--- src/rtl/ita_step_sequencer.sv ---
// Multi-head ITA step sequencer: latches one layer configuration and issues every
// tile of every step (and head) to the datapath controller over valid/ready.
module ita_step_sequencer #(
    parameter int NumHeads         = 1,
    parameter int TileWidth        = 16,
    parameter int HeadWidth        = (NumHeads > 1) ? $clog2(NumHeads) : 1,
    parameter int NumRequantConsts = 8
) (
    input  logic                                clk_i,
    input  logic                                rst_i,
    input  logic                                start_i,
    input  logic [1:0]                          layer_i,
    input  logic [TileWidth-1:0]                tile_s_i,
    input  logic [TileWidth-1:0]                tile_e_i,
    input  logic [TileWidth-1:0]                tile_p_i,
    input  logic [TileWidth-1:0]                tile_f_i,
    output logic                                busy_o,
    output logic                                done_o,
    output logic                                error_o,
    output logic                                tile_valid_o,
    input  logic                                tile_ready_i,
    output logic [3:0]                          step_o,
    output logic [HeadWidth-1:0]                head_o,
    output logic [$clog2(NumRequantConsts)-1:0] requant_idx_o,
    output logic [TileWidth-1:0]                tile_outer_o,
    output logic [TileWidth-1:0]                tile_mid_o,
    output logic [TileWidth-1:0]                tile_inner_o,
    output logic                                tile_last_o
);
    localparam int RqWidth = $clog2(NumRequantConsts);

    localparam logic [3:0] STEP_IDLE = 4'd0;
    localparam logic [3:0] STEP_Q    = 4'd1;
    localparam logic [3:0] STEP_K    = 4'd2;
    localparam logic [3:0] STEP_V    = 4'd3;
    localparam logic [3:0] STEP_QK   = 4'd4;
    localparam logic [3:0] STEP_AV   = 4'd5;
    localparam logic [3:0] STEP_OW   = 4'd6;
    localparam logic [3:0] STEP_F1   = 4'd7;
    localparam logic [3:0] STEP_F2   = 4'd8;
    localparam logic [3:0] STEP_MM   = 4'd9;

    typedef enum logic [1:0] {S_IDLE, S_RUN, S_DONE} state_e;

    state_e                 state_q, state_d;
    logic [3:0]             step_q, step_d;
    logic [HeadWidth-1:0]   head_q, head_d;
    logic [TileWidth-1:0]   outer_q, outer_d, mid_q, mid_d, inner_q, inner_d;
    logic [TileWidth-1:0]   s_q, s_d, e_q, e_d, p_q, p_d, f_q, f_d;
    logic                   error_q, error_d;

    logic [TileWidth-1:0]   bnd_mid, bnd_inner;
    logic                   outer_end, mid_end, inner_end, head_end;
    logic                   start_legal;
    logic [3:0]             first_step;
    logic                   run;

    // Mid/inner bounds per step; the outer bound is always the sequence count.
    always_comb begin
        bnd_mid   = p_q;
        bnd_inner = e_q;
        case (step_q)
            STEP_QK: begin bnd_mid = s_q; bnd_inner = p_q; end
            STEP_AV: begin bnd_mid = p_q; bnd_inner = s_q; end
            STEP_OW: begin bnd_mid = e_q; bnd_inner = p_q; end
            STEP_F1: begin bnd_mid = f_q; bnd_inner = e_q; end
            STEP_F2: begin bnd_mid = e_q; bnd_inner = f_q; end
            default: begin bnd_mid = p_q; bnd_inner = e_q; end
        endcase
    end

    assign outer_end = (outer_q == s_q - 1'b1);
    assign mid_end   = (mid_q == bnd_mid - 1'b1);
    assign inner_end = (inner_q == bnd_inner - 1'b1);
    assign head_end  = (head_q == HeadWidth'(NumHeads - 1));

    always_comb begin
        start_legal = (layer_i != 2'd3) && (tile_s_i != '0) && (tile_e_i != '0) &&
                      ((layer_i == 2'd1) ? (tile_f_i != '0) : (tile_p_i != '0));
        case (layer_i)
            2'd0:    first_step = STEP_Q;
            2'd1:    first_step = STEP_F1;
            default: first_step = STEP_MM;
        endcase
    end

    always_comb begin
        state_d = state_q;
        step_d  = step_q;
        head_d  = head_q;
        outer_d = outer_q;
        mid_d   = mid_q;
        inner_d = inner_q;
        s_d     = s_q;
        e_d     = e_q;
        p_d     = p_q;
        f_d     = f_q;
        error_d = 1'b0;
        case (state_q)
            S_IDLE: begin
                if (start_i) begin
                    if (start_legal) begin
                        state_d = S_RUN;
                        step_d  = first_step;
                        head_d  = '0;
                        outer_d = '0;
                        mid_d   = '0;
                        inner_d = '0;
                        s_d     = tile_s_i;
                        e_d     = tile_e_i;
                        p_d     = tile_p_i;
                        f_d     = tile_f_i;
                    end else begin
                        error_d = 1'b1;
                    end
                end
            end
            S_RUN: begin
                if (tile_ready_i) begin
                    inner_d = inner_q + 1'b1;
                    if (inner_end) begin
                        inner_d = '0;
                        mid_d   = mid_q + 1'b1;
                        if (mid_end) begin
                            mid_d   = '0;
                            outer_d = outer_q + 1'b1;
                            if (outer_end) begin
                                outer_d = '0;
                                // Q..OW and F1->F2 are consecutive codes.
                                case (step_q)
                                    STEP_OW: begin
                                        if (head_end) begin
                                            state_d = S_DONE;
                                            step_d  = STEP_IDLE;
                                        end else begin
                                            step_d = STEP_Q;
                                            head_d = head_q + 1'b1;
                                        end
                                    end
                                    STEP_F2, STEP_MM: begin
                                        state_d = S_DONE;
                                        step_d  = STEP_IDLE;
                                    end
                                    default: step_d = step_q + 4'd1;
                                endcase
                            end
                        end
                    end
                end
            end
            S_DONE: begin
                state_d = S_IDLE;
                head_d  = '0;
            end
            default: state_d = S_IDLE;
        endcase
    end

    always_ff @(posedge clk_i) begin
        if (rst_i) begin
            state_q <= S_IDLE;
            step_q  <= STEP_IDLE;
            head_q  <= '0;
            outer_q <= '0;
            mid_q   <= '0;
            inner_q <= '0;
            s_q     <= '0;
            e_q     <= '0;
            p_q     <= '0;
            f_q     <= '0;
            error_q <= 1'b0;
        end else begin
            state_q <= state_d;
            step_q  <= step_d;
            head_q  <= head_d;
            outer_q <= outer_d;
            mid_q   <= mid_d;
            inner_q <= inner_d;
            s_q     <= s_d;
            e_q     <= e_d;
            p_q     <= p_d;
            f_q     <= f_d;
            error_q <= error_d;
        end
    end

    assign run          = (state_q == S_RUN);
    assign busy_o       = run;
    assign tile_valid_o = run;
    assign done_o       = (state_q == S_DONE);
    assign error_o      = error_q;
    assign step_o       = run ? step_q : STEP_IDLE;
    assign head_o       = run ? head_q : '0;
    assign tile_outer_o = run ? outer_q : '0;
    assign tile_mid_o   = run ? mid_q : '0;
    assign tile_inner_o = run ? inner_q : '0;
    assign tile_last_o  = run && outer_end && mid_end && inner_end;

    always_comb begin
        requant_idx_o = '0;
        if (run) begin
            case (step_q)
                STEP_Q, STEP_K, STEP_V, STEP_QK, STEP_AV, STEP_OW:
                    requant_idx_o = RqWidth'(step_q - 4'd1);
                STEP_F1: requant_idx_o = RqWidth'(6);
                STEP_F2: requant_idx_o = RqWidth'(7);
                default: requant_idx_o = '0;
            endcase
        end
    end
endmodule

--- config.mk ---
export PLATFORM = sky130hd
export DESIGN_NAME = ita_step_sequencer
export DESIGN_NICKNAME = d
export VERILOG_FILES = /design/src/rtl/ita_step_sequencer.sv
export SDC_FILE = /design/constraint.sdc
export NUM_CORES = 1
export LEC_CHECK = 0
export ABC_AREA = 0
export ABC_CLOCK_PERIOD_IN_PS = 6400
export CORE_MARGIN = 5
export CORE_UTILIZATION = 30
export DETAILED_ROUTE_END_ITERATION = 6
export GPL_ROUTABILITY_DRIVEN = 0
export GPL_TIMING_DRIVEN = 0
export HOLD_SLACK_MARGIN = 0.15
export SYNTH_ARGS = -nofsm -noshare
export SYNTH_HDL_FRONTEND = slang
export SYNTH_SLANG_ARGS = --single-unit
export TNS_END_PERCENT = 100
--- constraint.sdc ---
create_clock -name clk_i -period 6.4 [get_ports clk_i]
set_input_delay 1.28 -clock clk_i [delete_from_list [all_inputs] [get_ports clk_i]]
set_output_delay 1.28 -clock clk_i [all_outputs]
set_load 0.03 [all_outputs]
==> impl_metrics.csv, run 1 <==
group,metric,value,unit
sta,final.setup.worst_slack,0.200,ns
global_route,grt_pass1_wl,48600,um
sta,grt_setup_unrepaired,"false",
synthesis,mean_syn_cell_area,7.49,sq um
detailed_routing,antenna_left,0,
sta,max-slew-margin-rel,0.299,
setup_path,worst_path_largest_cell_delay,0.45,ns
final_layout,post-route-cell-area,11000,sq um
floorplanning,placement_rows,61,
clocking,clk_pin_slew,0.06,ns
setup_path,worst_setup_path_startpoint,"step_q[1]",
run_status,outcome,"finished clean",
setup_path,crit_path_max_fo,10,
floorplanning,design.die.area,31800,sq um
detailed_routing,wl_met3,2080,um
clocking,root_buffer,"sky130_fd_sc_hd__clkbuf_16",
synthesis,part_of_the_yosys_area_used_for_sequential_elements,0.280,
placement,numPortBuffers,129,
clocking,clock_tree_from_tritoncts,"done",
clocking,numCtsBuffers,17,
setup_path,timing.critical_path.to,"tile_last_o",
detailed_routing,met2RoutedLength,15200,um
min_path,worstHoldPathType,"register to register",
synthesis,number_of_synthesized_flops_with_an_enable_pin,0,
setup_path,setup.worst_path.class,"register to output port",
detailed_routing,viasPerCell,5.54,
global_route,grt_max_degree,17,
detailed_routing,first_iter_violations,735,
synthesis,synth_nets,1217,
setup_path,setup.worst_path.start_class,"register",
global_route,globalRoute.totalOverflow,0,
pwr,power_density,247,nW/um^2
clocking,ctsHtreeMaxLevel,4,
floorplanning,chipHeight,178,um
global_route,grt.total_usage,0.195,
floorplanning,core,27900,sq um
sta,final_max_slew_viol_count,0,
pwr,leakagePower,0.00381,uW
synthesis,ys_seq_elements,119,
setup_path,worstPathCellList,"inv_1 > ha_1 > and3b_1 > clkbuf_1 > buf_2 > a22o_1 > a221o_1 > nor4_4 > and2_1 > a311oi_1 > o31ai_4 > nor4bb_4 > nand4_1 > nor2_2 > clkdlybuf4s15_2",
final_layout,antenna_cells_inserted,0,
detailed_routing,met1_length,13800,um
synthesis,yosysWarnings,0,
sta,hold_viol_final,0,
flow_run,max_cap_violations,0,
pwr,worst_ir_drop_vdd,0.000130,V
setup_path,worst-endpoint-arrival,4.92,ns
setup_path,timing.rr.start,"step_q[1]",
synthesis,yosysUniqueCellTypes,79,
clocking,clock_sinks,119,
sta,max_slew.worst_pin.slew,1.05,ns
sta,period_share,0.969,
placement,post-place-ws,-0.601,ns
synthesis,syn-instance-count,1136,
sta,max_clock_freq,161,MHz
synthesis,synthFlopType,"sky130_fd_sc_hd__dfxtp_1",
setup_path,critical_path.top_delay_family,"simple AND/OR/NAND/NOR gates",
setup_path,cpMaxStageDelayCell,"sky130_fd_sc_hd__nor4_4",
detailed_routing,top_signal_layer_used,"met4",
detailed_routing,drc,0,
synthesis,async_sr_flop_fraction,0,
setup_path,worstSetupPathDepth,15,
final_layout,share_of_cells_above_drive_strength_1,0.0714,
sta,finalWorstPathRequiredPeriod,6.20,ns
placement,detailed_place.area,10300,sq um
sta,fin_skew,0.0130,ns
detailed_routing,drt_first_pass_iters,6,
global_route,initial_antenna_violation_count,0,
floorplanning,io_pins,131,
global_route,vias_in_the_first_global_route,8719,
detailed_routing,wirelength,31600,um
synthesis,netlist_area_before_placement,8500,sq um
clocking,clock_path_buffers,2,
final_layout,num-nets-final,1371,
setup_path,worstPathRequired,5.12,ns
floorplanning,start_util,0.305,
setup_path,setup.reg_to_reg.worst_slack,0.94,ns
clocking,holdBufCountCts,0,
clocking,worstSkewPairLatency,0.43,ns
sta,setup_tns,0,ns
setup_path,regToRegEndpoint,"outer_q[12]",
final_layout,syn2layout_area_growth,29.4,%
setup_path,end_kind,"output port",
detailed_routing,routed-via-count,9320,
setup_path,wp_buf_inv,4,
sta,setup_viol,0,
detailed_routing,route.detailed.wl_per_inst,18.8,um
placement,dp_hpwl,25000,um
floorplanning,fp.dieW,178,um
setup_path,length_in_cells_of_the_worst_reg_to_reg_path,19,
==> kinds of logic after synthesis <==
| logic type | count (synthesis) | share of synthesized area |
|---|---|---|
| buffers and inverters | 104 | 0.0540 |
| adder cells (fa/ha/maj) | 11 | 0.0162 |
| other | 1 | 0.000441 |
| AND/OR/NAND/NOR | 521 | 0.316 |
| XOR/XNOR | 70 | 0.0721 |
| AO/OA/AOI/OAI | 303 | 0.253 |
| flip-flops | 119 | 0.280 |
| multiplexers | 7 | 0.00853 |
==> worst min-delay path, delay by kind of cell, from the launching register on <==
kind / cells / cell delay (ns)
DFF: 1 / 0.32
and+or+nand+nor: 1 / 0.06
AOI/OAI and AO/OA: 1 / 0.05
==> placed cells by master, fill, tap and decap left out, types with 18 or more instances in the layout <==
master                            count
sky130_fd_sc_hd__clkbuf_1            53
sky130_fd_sc_hd__o21ai_0             31
sky130_fd_sc_hd__nor4_1              30
sky130_fd_sc_hd__and3_1              18
sky130_fd_sc_hd__nor2_1              79
sky130_fd_sc_hd__clkdlybuf4s50_1    128
sky130_fd_sc_hd__a21oi_1             94
sky130_fd_sc_hd__xnor2_1             45
sky130_fd_sc_hd__and2_1              45
sky130_fd_sc_hd__nand3_1             38
sky130_fd_sc_hd__xor2_1              25
sky130_fd_sc_hd__dfxtp_1            118
sky130_fd_sc_hd__nand4_1             20
sky130_fd_sc_hd__nor3_1              31
sky130_fd_sc_hd__a221o_1             22
sky130_fd_sc_hd__nand2_1            182
sky130_fd_sc_hd__a22o_1              22
sky130_fd_sc_hd__inv_1               27
==> synth_stat cells, types with 16 or more instances <==
library cell,instances,area share
sky130_fd_sc_hd__dfxtp_1,119,0.28
sky130_fd_sc_hd__and3_1,18,0.013
sky130_fd_sc_hd__nand3_1,38,0.022
sky130_fd_sc_hd__nor2_1,80,0.035
sky130_fd_sc_hd__xnor2_1,45,0.046
sky130_fd_sc_hd__or3_1,16,0.012
sky130_fd_sc_hd__o21ai_0,31,0.018
sky130_fd_sc_hd__xor2_1,25,0.026
sky130_fd_sc_hd__clkbuf_1,53,0.023
sky130_fd_sc_hd__a22o_1,22,0.023
sky130_fd_sc_hd__nand4_1,20,0.015
sky130_fd_sc_hd__and2_1,45,0.033
sky130_fd_sc_hd__a21oi_1,94,0.055
sky130_fd_sc_hd__nand2_1,182,0.080
sky130_fd_sc_hd__a221o_1,23,0.027
sky130_fd_sc_hd__nor3_1,32,0.019
sky130_fd_sc_hd__inv_1,27,0.012
sky130_fd_sc_hd__nor4_1,30,0.022
==> stage by stage <==
stage / hold slack (ns) / std cells / total power, uW / utilization
finish: 0.482 / 1681 / 2710 / 0.395
detailed placement: 0.474 / 1643 / 1690 / 0.369
CTS: 0.483 / 1677 / 2690 / 0.392
global placement: 0.466 / 1643 / 1680 / 0.369
floorplan: 0.445 / 1136 / 1440 / -
global route: 0.505 / 1681 / 2840 / 0.395
==> final cells by class <==
type,instances,area (sq um)
buffer,76,355
clock buffer,20,467
clock inverter,12,140
fill,2924,16900
inverter,28,105
multi-input combinational,913,5740
sequential,119,2380
tap,378,473
timing repair buffer,135,1340
==> how the worst min path moves through the flow <==
stage / start / end / slack [ns] / cells past startpoint
floorplan: e_q[15] / e_q[15] / 0.45 / 2
CTS: f_q[1] / f_q[1] / 0.48 / 2
finish: e_q[9] / e_q[9] / 0.48 / 2
global route: f_q[0] / f_q[0] / 0.51 / 2
detailed placement: f_q[1] / f_q[1] / 0.47 / 2
global placement: f_q[1] / f_q[1] / 0.47 / 2
==> routing by layer <==
metal | global-route usage | up-vias
li1 | - | 4475
met5 | 0 | -
met3 | 0.0352 | 36
met2 | 0.329 | 343
met1 | 0.258 | 4466
met4 | 0.0473 | 0
==> where the power goes <==
| part | internal, uW | switching, uW |
|---|---|---|
| logic | 356 | 547 |
| clock network | 608 | 379 |
| registers | 778 | 47.4 |
==> flip-flops by register name (all words and copies together), names as in the netlist <==
name,flops
p_q,16
inner_q,16
step_q,4
state_q,2
mid_q,16
e_q,16
f_q,16
outer_q,16
error_o,1
s_q,16
==> repair_timing <==
action,4_1_cts,5_1_grt
pin swaps,2,3
cloned,0,0
setup buffers,2,4
gates resized for setup,9,9
endpoints found under the hold margin,0,0
setup endpoints to repair,1,1
Note: power is estimated with default switching activity, not from simulation.
==> run 2, diff against run 1 <==
--- a/config.mk
+++ b/config.mk
@@ -16,4 +16,3 @@
 export SYNTH_ARGS = -nofsm -noshare
 export SYNTH_HDL_FRONTEND = slang
 export SYNTH_SLANG_ARGS = --single-unit
-export TNS_END_PERCENT = 100
==> results of run 2 <==
Final layout, timing and power as in run 1 (identical DEF).
